## src/rtl/cu_multi_cycle_if.sv

```systemverilog
// cu_multi_cycle_if
//   Memory handshake between the multi-cycle control unit and the unified
//   instruction/data memory port.
//   mem_req   : access request, held until mem_ready (CU -> memory)
//   mem_write : the request is a write (CU -> memory)
//   mem_ready : write accepted / read data returned this cycle (memory -> CU)
//   Modports: master = control unit, slave = memory side.
interface cu_multi_cycle_if;
  logic mem_req;
  logic mem_write;
  logic mem_ready;

  modport master (output mem_req, output mem_write, input mem_ready);
  modport slave  (input mem_req, input mem_write, output mem_ready);
endinterface

```

## src/rtl/cu_multi_cycle.sv

```systemverilog
// cu_multi_cycle
//   Moore control unit for the multi-cycle RV32I-subset core (lw, sw, R-type,
//   I-type ALU, beq, jal). Sequences the shared ALU and the unified memory
//   port over 3-5 states per instruction and stalls on the memory handshake.
//   Ports:
//     clk, rst            clock (rising edge), synchronous active-high reset
//     opcode/funct3/funct7_5  instruction fields from the IR
//     zero                ALU zero flag
//     mem (master)        mem_req / mem_write / mem_ready handshake
//     adr_src, ir_write, pc_write, reg_write, alu_src_a, alu_src_b,
//     imm_src, result_src, alu_ctrl   datapath controls
//     state_o             current state encoding (debug)
//     mem_timeout         sticky flag, set when a stall reaches MEM_TIMEOUT
//     illegal_instr       only with CU_MC_ILLEGAL_TRAP_EN: high in TRAP
//   Parameter MEM_TIMEOUT: stall-cycle limit, 0 disables the check.
//   Macro CU_MC_ILLEGAL_TRAP_EN: unknown opcodes trap instead of acting as NOPs.
//
//   state  | code | meaning
//   FETCH  | 0    | read instruction at PC, PC <= PC + 4 on mem_ready
//   DECODE | 1    | ALUOut <= OldPC + Imm (branch/jump target)
//   MEMADR | 2    | ALUOut <= RD1 + Imm (load/store address)
//   MEMRD  | 3    | load read at ALUOut
//   MEMWB  | 4    | write read data to rd
//   MEMWR  | 5    | store write at ALUOut
//   EXECR  | 6    | R-type ALU op
//   EXECI  | 7    | I-type ALU op
//   ALUWB  | 8    | write ALUOut to rd
//   BEQ    | 9    | compare, PC <= ALUOut if equal
//   JAL    | 10   | PC <= ALUOut, ALUOut <= OldPC + 4
//   TRAP   | 11   | illegal opcode, all enables off until rst
module cu_multi_cycle #(
  parameter int unsigned MEM_TIMEOUT = 255
) (
  input  logic                  clk,
  input  logic                  rst,
  input  logic [6:0]            opcode,
  input  logic [2:0]            funct3,
  input  logic                  funct7_5,
  input  logic                  zero,
  cu_multi_cycle_if.master      mem,
  output logic                  adr_src,
  output logic                  ir_write,
  output logic                  pc_write,
  output logic                  reg_write,
  output logic [1:0]            alu_src_a,
  output logic [1:0]            alu_src_b,
  output logic [1:0]            imm_src,
  output logic [1:0]            result_src,
  output logic [2:0]            alu_ctrl,
  output logic [3:0]            state_o,
`ifdef CU_MC_ILLEGAL_TRAP_EN
  output logic                  illegal_instr,
`endif
  output logic                  mem_timeout
);

  typedef enum logic [3:0] {
    FETCH  = 4'd0,  DECODE = 4'd1,  MEMADR = 4'd2,  MEMRD = 4'd3,
    MEMWB  = 4'd4,  MEMWR  = 4'd5,  EXECR  = 4'd6,  EXECI = 4'd7,
    ALUWB  = 4'd8,  BEQ    = 4'd9,  JAL    = 4'd10, TRAP  = 4'd11
  } state_t;

  typedef enum logic [1:0] {OP_ADD, OP_SUB, OP_FUNC} alu_op_t;

  localparam int CNT_W = (MEM_TIMEOUT < 2) ? 1 : $clog2(MEM_TIMEOUT + 1);
  // With the check disabled the counter simply saturates at all-ones.
  localparam logic [CNT_W-1:0] CNT_LIM =
    (MEM_TIMEOUT == 0) ? {CNT_W{1'b1}} : CNT_W'(MEM_TIMEOUT);

  state_t           state_q, state_d;
  logic [CNT_W-1:0] cnt_q, cnt_d;
  logic             timeout_q, timeout_d;

  logic    req_raw, write_raw, ir_raw, pc_update, branch, regw_raw;
  alu_op_t alu_op;
  logic [2:0] func_ctrl;

  // Control decode from the current state
  always_comb begin
    req_raw    = 1'b0;
    write_raw  = 1'b0;
    adr_src    = 1'b0;
    ir_raw     = 1'b0;
    pc_update  = 1'b0;
    branch     = 1'b0;
    regw_raw   = 1'b0;
    alu_src_a  = 2'b00;
    alu_src_b  = 2'b00;
    result_src = 2'b00;
    alu_op     = OP_ADD;
    case (state_q)
      FETCH: begin
        req_raw = 1'b1;
        if (mem.mem_ready) begin
          ir_raw     = 1'b1;
          pc_update  = 1'b1;
          alu_src_b  = 2'b10;
          result_src = 2'b10;
        end
      end
      DECODE: begin alu_src_a = 2'b01; alu_src_b = 2'b01; end
      MEMADR: begin alu_src_a = 2'b10; alu_src_b = 2'b01; end
      MEMRD:  begin req_raw = 1'b1; adr_src = 1'b1; end
      MEMWB:  begin result_src = 2'b01; regw_raw = 1'b1; end
      MEMWR:  begin req_raw = 1'b1; write_raw = 1'b1; adr_src = 1'b1; end
      EXECR:  begin alu_src_a = 2'b10; alu_op = OP_FUNC; end
      EXECI:  begin alu_src_a = 2'b10; alu_src_b = 2'b01; alu_op = OP_FUNC; end
      ALUWB:  regw_raw = 1'b1;
      BEQ:    begin alu_src_a = 2'b10; alu_op = OP_SUB; branch = 1'b1; end
      JAL:    begin alu_src_a = 2'b01; alu_src_b = 2'b10; pc_update = 1'b1; end
      default: ;
    endcase
  end

  // opcode[5] separates R-type (sub allowed) from I-type (addi only)
  always_comb begin
    case (funct3)
      3'b000:  func_ctrl = (opcode[5] & funct7_5) ? 3'b001 : 3'b000;
      3'b010:  func_ctrl = 3'b101;
      3'b110:  func_ctrl = 3'b011;
      3'b111:  func_ctrl = 3'b010;
      default: func_ctrl = 3'b000;
    endcase
    case (alu_op)
      OP_SUB:  alu_ctrl = 3'b001;
      OP_FUNC: alu_ctrl = func_ctrl;
      default: alu_ctrl = 3'b000;
    endcase
  end

  always_comb begin
    case (opcode)
      7'b0100011: imm_src = 2'b01;
      7'b1100011: imm_src = 2'b10;
      7'b1101111: imm_src = 2'b11;
      default:    imm_src = 2'b00;
    endcase
  end

  // Write enables and requests are suppressed while rst is high
  assign mem.mem_req   = req_raw & ~rst;
  assign mem.mem_write = write_raw & ~rst;
  assign ir_write      = ir_raw & ~rst;
  assign pc_write      = (pc_update | (branch & zero)) & ~rst;
  assign reg_write     = regw_raw & ~rst;
  assign state_o       = state_q;
  assign mem_timeout   = timeout_q;
`ifdef CU_MC_ILLEGAL_TRAP_EN
  assign illegal_instr = (state_q == TRAP);
`endif

  // Next state, stall counter and timeout flag
  always_comb begin
    state_d   = state_q;
    cnt_d     = cnt_q;
    timeout_d = timeout_q;
    case (state_q)
      FETCH:  if (mem.mem_ready) state_d = DECODE;
      DECODE: begin
        case (opcode)
          7'b0000011, 7'b0100011: state_d = MEMADR;
          7'b0110011:             state_d = EXECR;
          7'b0010011:             state_d = EXECI;
          7'b1100011:             state_d = BEQ;
          7'b1101111:             state_d = JAL;
`ifdef CU_MC_ILLEGAL_TRAP_EN
          default:                state_d = TRAP;
`else
          default:                state_d = FETCH;
`endif
        endcase
      end
      MEMADR: state_d = opcode[5] ? MEMWR : MEMRD;
      MEMRD:  if (mem.mem_ready) state_d = MEMWB;
      MEMWR:  if (mem.mem_ready) state_d = FETCH;
      EXECR:  state_d = ALUWB;
      EXECI:  state_d = ALUWB;
      JAL:    state_d = ALUWB;
      TRAP:   state_d = TRAP;
      default: state_d = FETCH;
    endcase
    if (req_raw) begin
      if (mem.mem_ready)      cnt_d = '0;
      else if (cnt_q != CNT_LIM) cnt_d = cnt_q + 1'b1;
    end
    if ((MEM_TIMEOUT != 0) && (cnt_d == CNT_LIM)) timeout_d = 1'b1;
  end

  always_ff @(posedge clk) begin
    if (rst) begin
      state_q   <= FETCH;
      cnt_q     <= '0;
      timeout_q <= 1'b0;
    end else begin
      state_q   <= state_d;
      cnt_q     <= cnt_d;
      timeout_q <= timeout_d;
    end
  end

endmodule

```

## src/flat_wrapper.sv

```systemverilog
// flat-port wrapper written by rule: the top's interface ports become plain ports
module cu_multi_cycle_flat 
#(
  parameter int unsigned MEM_TIMEOUT = 255
)
  (clk, rst, opcode, funct3, funct7_5, zero, adr_src, ir_write, pc_write, reg_write, alu_src_a, alu_src_b, imm_src, result_src, alu_ctrl, state_o, mem_timeout, mem_mem_req, mem_mem_write, mem_mem_ready);
  cu_multi_cycle_if mem_i ();
  input  logic clk;
  input  logic rst;
  input  logic [6:0] opcode;
  input  logic [2:0] funct3;
  input  logic funct7_5;
  input  logic zero;
  output logic adr_src;
  output logic ir_write;
  output logic pc_write;
  output logic reg_write;
  output logic [1:0] alu_src_a;
  output logic [1:0] alu_src_b;
  output logic [1:0] imm_src;
  output logic [1:0] result_src;
  output logic [2:0] alu_ctrl;
  output logic [3:0] state_o;
  output logic mem_timeout;
  output wire logic [$bits(mem_i.mem_req)-1:0] mem_mem_req;
  output wire logic [$bits(mem_i.mem_write)-1:0] mem_mem_write;
  input wire logic [$bits(mem_i.mem_ready)-1:0] mem_mem_ready;
  assign mem_mem_req = mem_i.mem_req;
  assign mem_mem_write = mem_i.mem_write;
  assign mem_i.mem_ready = mem_mem_ready;
  cu_multi_cycle #(.MEM_TIMEOUT(MEM_TIMEOUT)) u_core (.clk(clk), .rst(rst), .opcode(opcode), .funct3(funct3), .funct7_5(funct7_5), .zero(zero), .mem(mem_i), .adr_src(adr_src), .ir_write(ir_write), .pc_write(pc_write), .reg_write(reg_write), .alu_src_a(alu_src_a), .alu_src_b(alu_src_b), .imm_src(imm_src), .result_src(result_src), .alu_ctrl(alu_ctrl), .state_o(state_o), .mem_timeout(mem_timeout));
endmodule
```

## config.mk

```make
export PLATFORM = sky130hd
export DESIGN_NAME = cu_multi_cycle_flat
export DESIGN_NICKNAME = d
export VERILOG_FILES = /design/src/rtl/cu_multi_cycle_if.sv /design/src/rtl/cu_multi_cycle.sv /design/src/flat_wrapper.sv
export SDC_FILE = /design/constraint.sdc
export NUM_CORES = 1
export LEC_CHECK = 0
export CORE_ASPECT_RATIO = 0.75
export CORE_MARGIN = 5
export CORE_UTILIZATION = 42
export DETAILED_ROUTE_END_ITERATION = 10
export GPL_TIMING_DRIVEN = 0
export PLACE_DENSITY = 0.74
export SYNTH_ARGS = -nofsm -noshare
export SYNTH_HDL_FRONTEND = slang
export SYNTH_SLANG_ARGS = --single-unit
```

## constraint.sdc

```tcl
create_clock -name clk -period 2.1 [get_ports clk]
set_input_delay 0.525 -clock clk [delete_from_list [all_inputs] [get_ports clk]]
set_output_delay 0.525 -clock clk [all_outputs]
set_load 0.05 [all_outputs]
```

==> results of run 1 <==
-- logic make-up (layout without fill, tap and decap cells) --
| logic type | Yosys count | in the layout | share of synthesized area (%) |
|---|---|---|---|
| flops | 13 | 13 | 22.9 |
| simple gates | 78 | 78 | 36.0 |
| xor+xnor | 3 | 3 | 2.97 |
| compound gates | 42 | 42 | 26.4 |
| buf+inv | 17 | 88 | 7.59 |
| fa+ha+maj | 3 | 3 | 3.30 |
| mux | 1 | 1 | 0.880 |
-- worst max-delay path by stage --
stage,end,cells past startpoint
after floorplan,alu_ctrl[2],6
after global placement,pc_write,8
after detailed placement,pc_write,8
after CTS,alu_ctrl[2],7
after global routing,alu_ctrl[2],7
final,mem_mem_req,6
-- synth_stat cells, types with 2 or more instances --
cell | instances | area, um2
a41oi_1 | 2 | 17.5
nor3b_1 | 2 | 15.0
nor2_1 | 26 | 97.6
a31oi_1 | 5 | 31.3
nor2b_1 | 5 | 31.3
nor4_1 | 2 | 12.5
and4_1 | 2 | 17.5
nand2_1 | 9 | 33.8
a22oi_1 | 2 | 15.0
o21ai_0 | 6 | 30.0
ha_1 | 3 | 37.5
clkbuf_1 | 5 | 18.8
a21o_1 | 2 | 15.0
a21oi_1 | 14 | 70.1
nand4b_1 | 2 | 17.5
nor3_1 | 10 | 50.1
inv_1 | 6 | 22.5
nand3_1 | 4 | 20.0
o22a_1 | 2 | 17.5
buf_6 | 2 | 22.5
nand2b_1 | 6 | 37.5
dfxtp_1 | 13 | 260
buf_2 | 2 | 10.0
-- cell type report --
| cell class | count | area, um2 | area share, % |
|---|---|---|---|
| multi-input combinational | 127 | 1070 | 49.1 |
| inverter | 6 | 22.5 | 1.04 |
| tap | 36 | 45.0 | 2.07 |
| clock buffer | 4 | 26.3 | 1.21 |
| buffer | 8 | 119 | 5.47 |
| sequential | 13 | 278 | 12.8 |
| timing repair buffer | 70 | 617 | 28.4 |
-- registers in the layout, indices dropped and copies added, names as in the netlist --
signal,flops
u_core.state_o,4
u_core.mem_timeout,1
u_core.cnt_q,8
-- repair_timing --
action,CTS,global route
buffers inserted,21,14
gates cloned,0,0
setup endpoints to repair,18,19
pin swaps,11,15
gates resized for setup,137,44
-- critical path, cell delays in order, from the launching register on --
cell and delay [ns]:
dfxtp_4 0.37, buf_6 0.12, buf_6 0.11, xor2_4 0.16
o32a_4 0.40, nor2_4 0.13, buf_8 0.15
-- report_power, final --
part / internal [mW] / switching (mW) / total [mW]
logic: 0.103 / 0.136 / 0.239
clock network: 0.0738 / 0.0849 / 0.159
registers: 0.246 / 0.00827 / 0.255
-- routing by layer --
metal | up-vias | track usage [%] | wire [um]
met2 | 71 | 38.1 | 2420
met4 | 0 | 4.14 | 80
met3 | 12 | 4.51 | 424
li1 | 716 | - | -
met1 | 742 | 30.9 | 2000
met5 | - | 0 | 0
-- cell usage in the layout (no fill, tap or decap), drive strengths merged, types with 2 or more instances in the layout --
cell type | synthesis | final
a21o | 2 | 2
a21oi | 14 | 14
a22oi | 2 | 2
a31oi | 5 | 5
a41oi | 2 | 2
and4 | 2 | 2
buf | 5 | 58
clkbuf | 6 | 12
clkdlybuf4s50 | 0 | 6
dfxtp | 13 | 13
dlygate4sd2 | 0 | 4
dlymetal6s2s | 0 | 2
ha | 3 | 3
inv | 6 | 6
nand2 | 9 | 9
nand2b | 6 | 6
nand3 | 4 | 4
nand4b | 2 | 2
nor2 | 26 | 26
nor2b | 5 | 5
nor3 | 10 | 10
nor3b | 2 | 2
nor4 | 2 | 2
o21ai | 7 | 7
o22a | 2 | 2
o32ai | 2 | 2
xor2 | 2 | 2
-- per-stage QoR --
| stage | instances | setup TNS [ns] | setup slack (ns) |
|---|---|---|---|
| 2_1_floorplan | 157 | -0.631 | -0.281 |
| 3_3_place_gp | 228 | -9.86 | -1.23 |
| 3_5_place_dp | 228 | -10.05 | -1.22 |
| 4_1_cts | 250 | -0.458 | -0.125 |
| 5_1_grt | 264 | -1.31 | -0.218 |
| 6_report | 264 | -0.688 | -0.158 |
==> run summary, run 1 <==
Counting flops with an async set or reset pin after synthesis yields a share of 0%. Mean instance size in the synthesized netlist: 7.24 um2. The startpoint identified for the worst hold timing path is u_core.mem_timeout$_SDFFE_PP0N_.

The run gives 0 as the final count of hold timing violations. The number of H-tree levels was 1. Buffers placed on the I/O ports in this run total 35. CTS placed an instance of clkbuf_4 at the clock tree root.

The run gives 22.6% as the global-route usage over all layers. The final layout contains 247 nets. The tools report the worst endpoint data arrival time as 1.73 ns. Across the run, the number of max-cap violations was 0. The run gives 5 as the number of optimization iterations in the first detailed-route pass.

The checks that failed: setup timing. Leakage component of the power: 0.972 nW. Relative to the synthesized area, the layout overhead comes to 91.1%. The tools report the kind of launch point of the worst setup path as a flop.

When the netlist entered floorplanning its net count stood at 175. The post-route worst hold slack is 0.469 ns, and the final number of setup-violating endpoints is 8. The share of the Yosys chip area taken by registers is 22.9%. Hold-fix buffer count after cts: 0.

The residual overflow from global routing is 0, and the count of cells along the worst hold path is 2. In this run the cell area measured after placement is 1750 um2. The mapped netlist covers 1140 um2. The first global-routing pass estimated 6.81 mm of wire. Setup repair after global routing could not meet its margin everywhere. The count of clock tree sinks was 13; the post-route worst setup slack was -0.158 ns.

TritonCTS built the clock tree. The initial antenna violation count was 0; the cell depth of the worst flop-to-flop path was 7. The run gives 83.5% as the final core area utilization. The total power is 652 uW. The total inserted antenna cells is 0, and the endpoint required time on the critical path is 1.57 ns. At the pin with the least slew margin, the transition time is 0.494 ns.

Yosys mapped a number of flops with a built-in enable equal to 0. The power density over the cells was 300 nW/um2; the worst-case register-to-register setup slack was -0.03 ns. IR analysis of the VDD net gives a maximum drop of 317 uV. The run finished, with violations left. The average wire per standard cell is 18.7 um. The kind of end point of the critical path is an output pin. The die is 55.1 um tall. The run gives 1344 as the via count of the first global-routing pass. The initial utilization of the core area, before any placement, comes to 43.7%. The initialized floorplan defines 16 standard-cell rows. In this run the deepest clock path goes through 2 buffers. In this run, synthesis produced a sequential element count of 13.

The floorplan step defined a die boundary enclosing 3860 um2. Once detail routing completed, the nets flagged for antenna violations numbered 0. The worst register-to-register path begins at u_core.cnt_q[0]$_SDFF_PP0_.

At the end of routability-driven placement, the weighted congestion stood at 0.858. The run gives 0 as the count of final max-slew check failures. For the clock latency on the worst-skew pair, the log shows 0.28 ns.

Measured against its own limit, the worst slew margin works out to 67.0%. The worst register-to-register path ends at u_core.mem_timeout$_SDFFE_PP0N_. The post-route clock period utilization works out to 108%. Using the TritonRoute via totals, the vias-per-cell ratio works out to 5.84. Entering global routing, the biggest net connects 12 pins.

Shortest clock period the worst path allows after layout: 2.26 ns. The most critical setup path has its startpoint at u_core.state_o[1]$_SDFFE_PP0P_. The critical-path maximum fanout is 5.

After clock tree synthesis, the clock-pin slew on the worst setup and hold paths is 0.08 ns. In the routed design, unresolved DRC markers number 0. For this run, the number of Yosys warnings is 0. For this run, the leading register cell type out of synthesis is dfxtp_1.

The class of the tightest hold or removal check was reg2reg. The routed layout has 1541 vias. Starting DRC count in detailed routing: 151. Yosys mapped the design onto 48 distinct sky130hd cell types. The run gives 157 as the synthesized instance count.

The maximum achievable frequency was 443 MHz; the share of post-route cells with drive strength above 1 was 50.4%. For the boundary pin count, the log shows 37. Final wirelength: 4.93 mm. The wire-length estimate of the detail-placed layout is 2.66 mm. The endpoint with the worst hold slack is u_core.mem_timeout$_SDFFE_PP0N_.

Clock skew on the completed layout was measured at 0.00826 ns. The core footprint was 2600 um2; the number of buffers inserted during clock tree synthesis was 3. After routing the design area is 2170 um2. The fill cell instance count of the final layout was 158; the die extent in x was 70.1 um.

The kind of critical path is reg2out.
(Power assumes the default switching activity.)
==> inputs of run 2 (changes only) <==
- RECOVER_POWER: not set -> 25
==> results of run 2 <==
Final layout, timing and power as in run 1 (identical DEF).
==> inputs of run 3 (changes only) <==
- HOLD_SLACK_MARGIN: not set -> 0.12
==> results of run 3 <==
Final layout, timing and power as in run 1 (identical DEF).
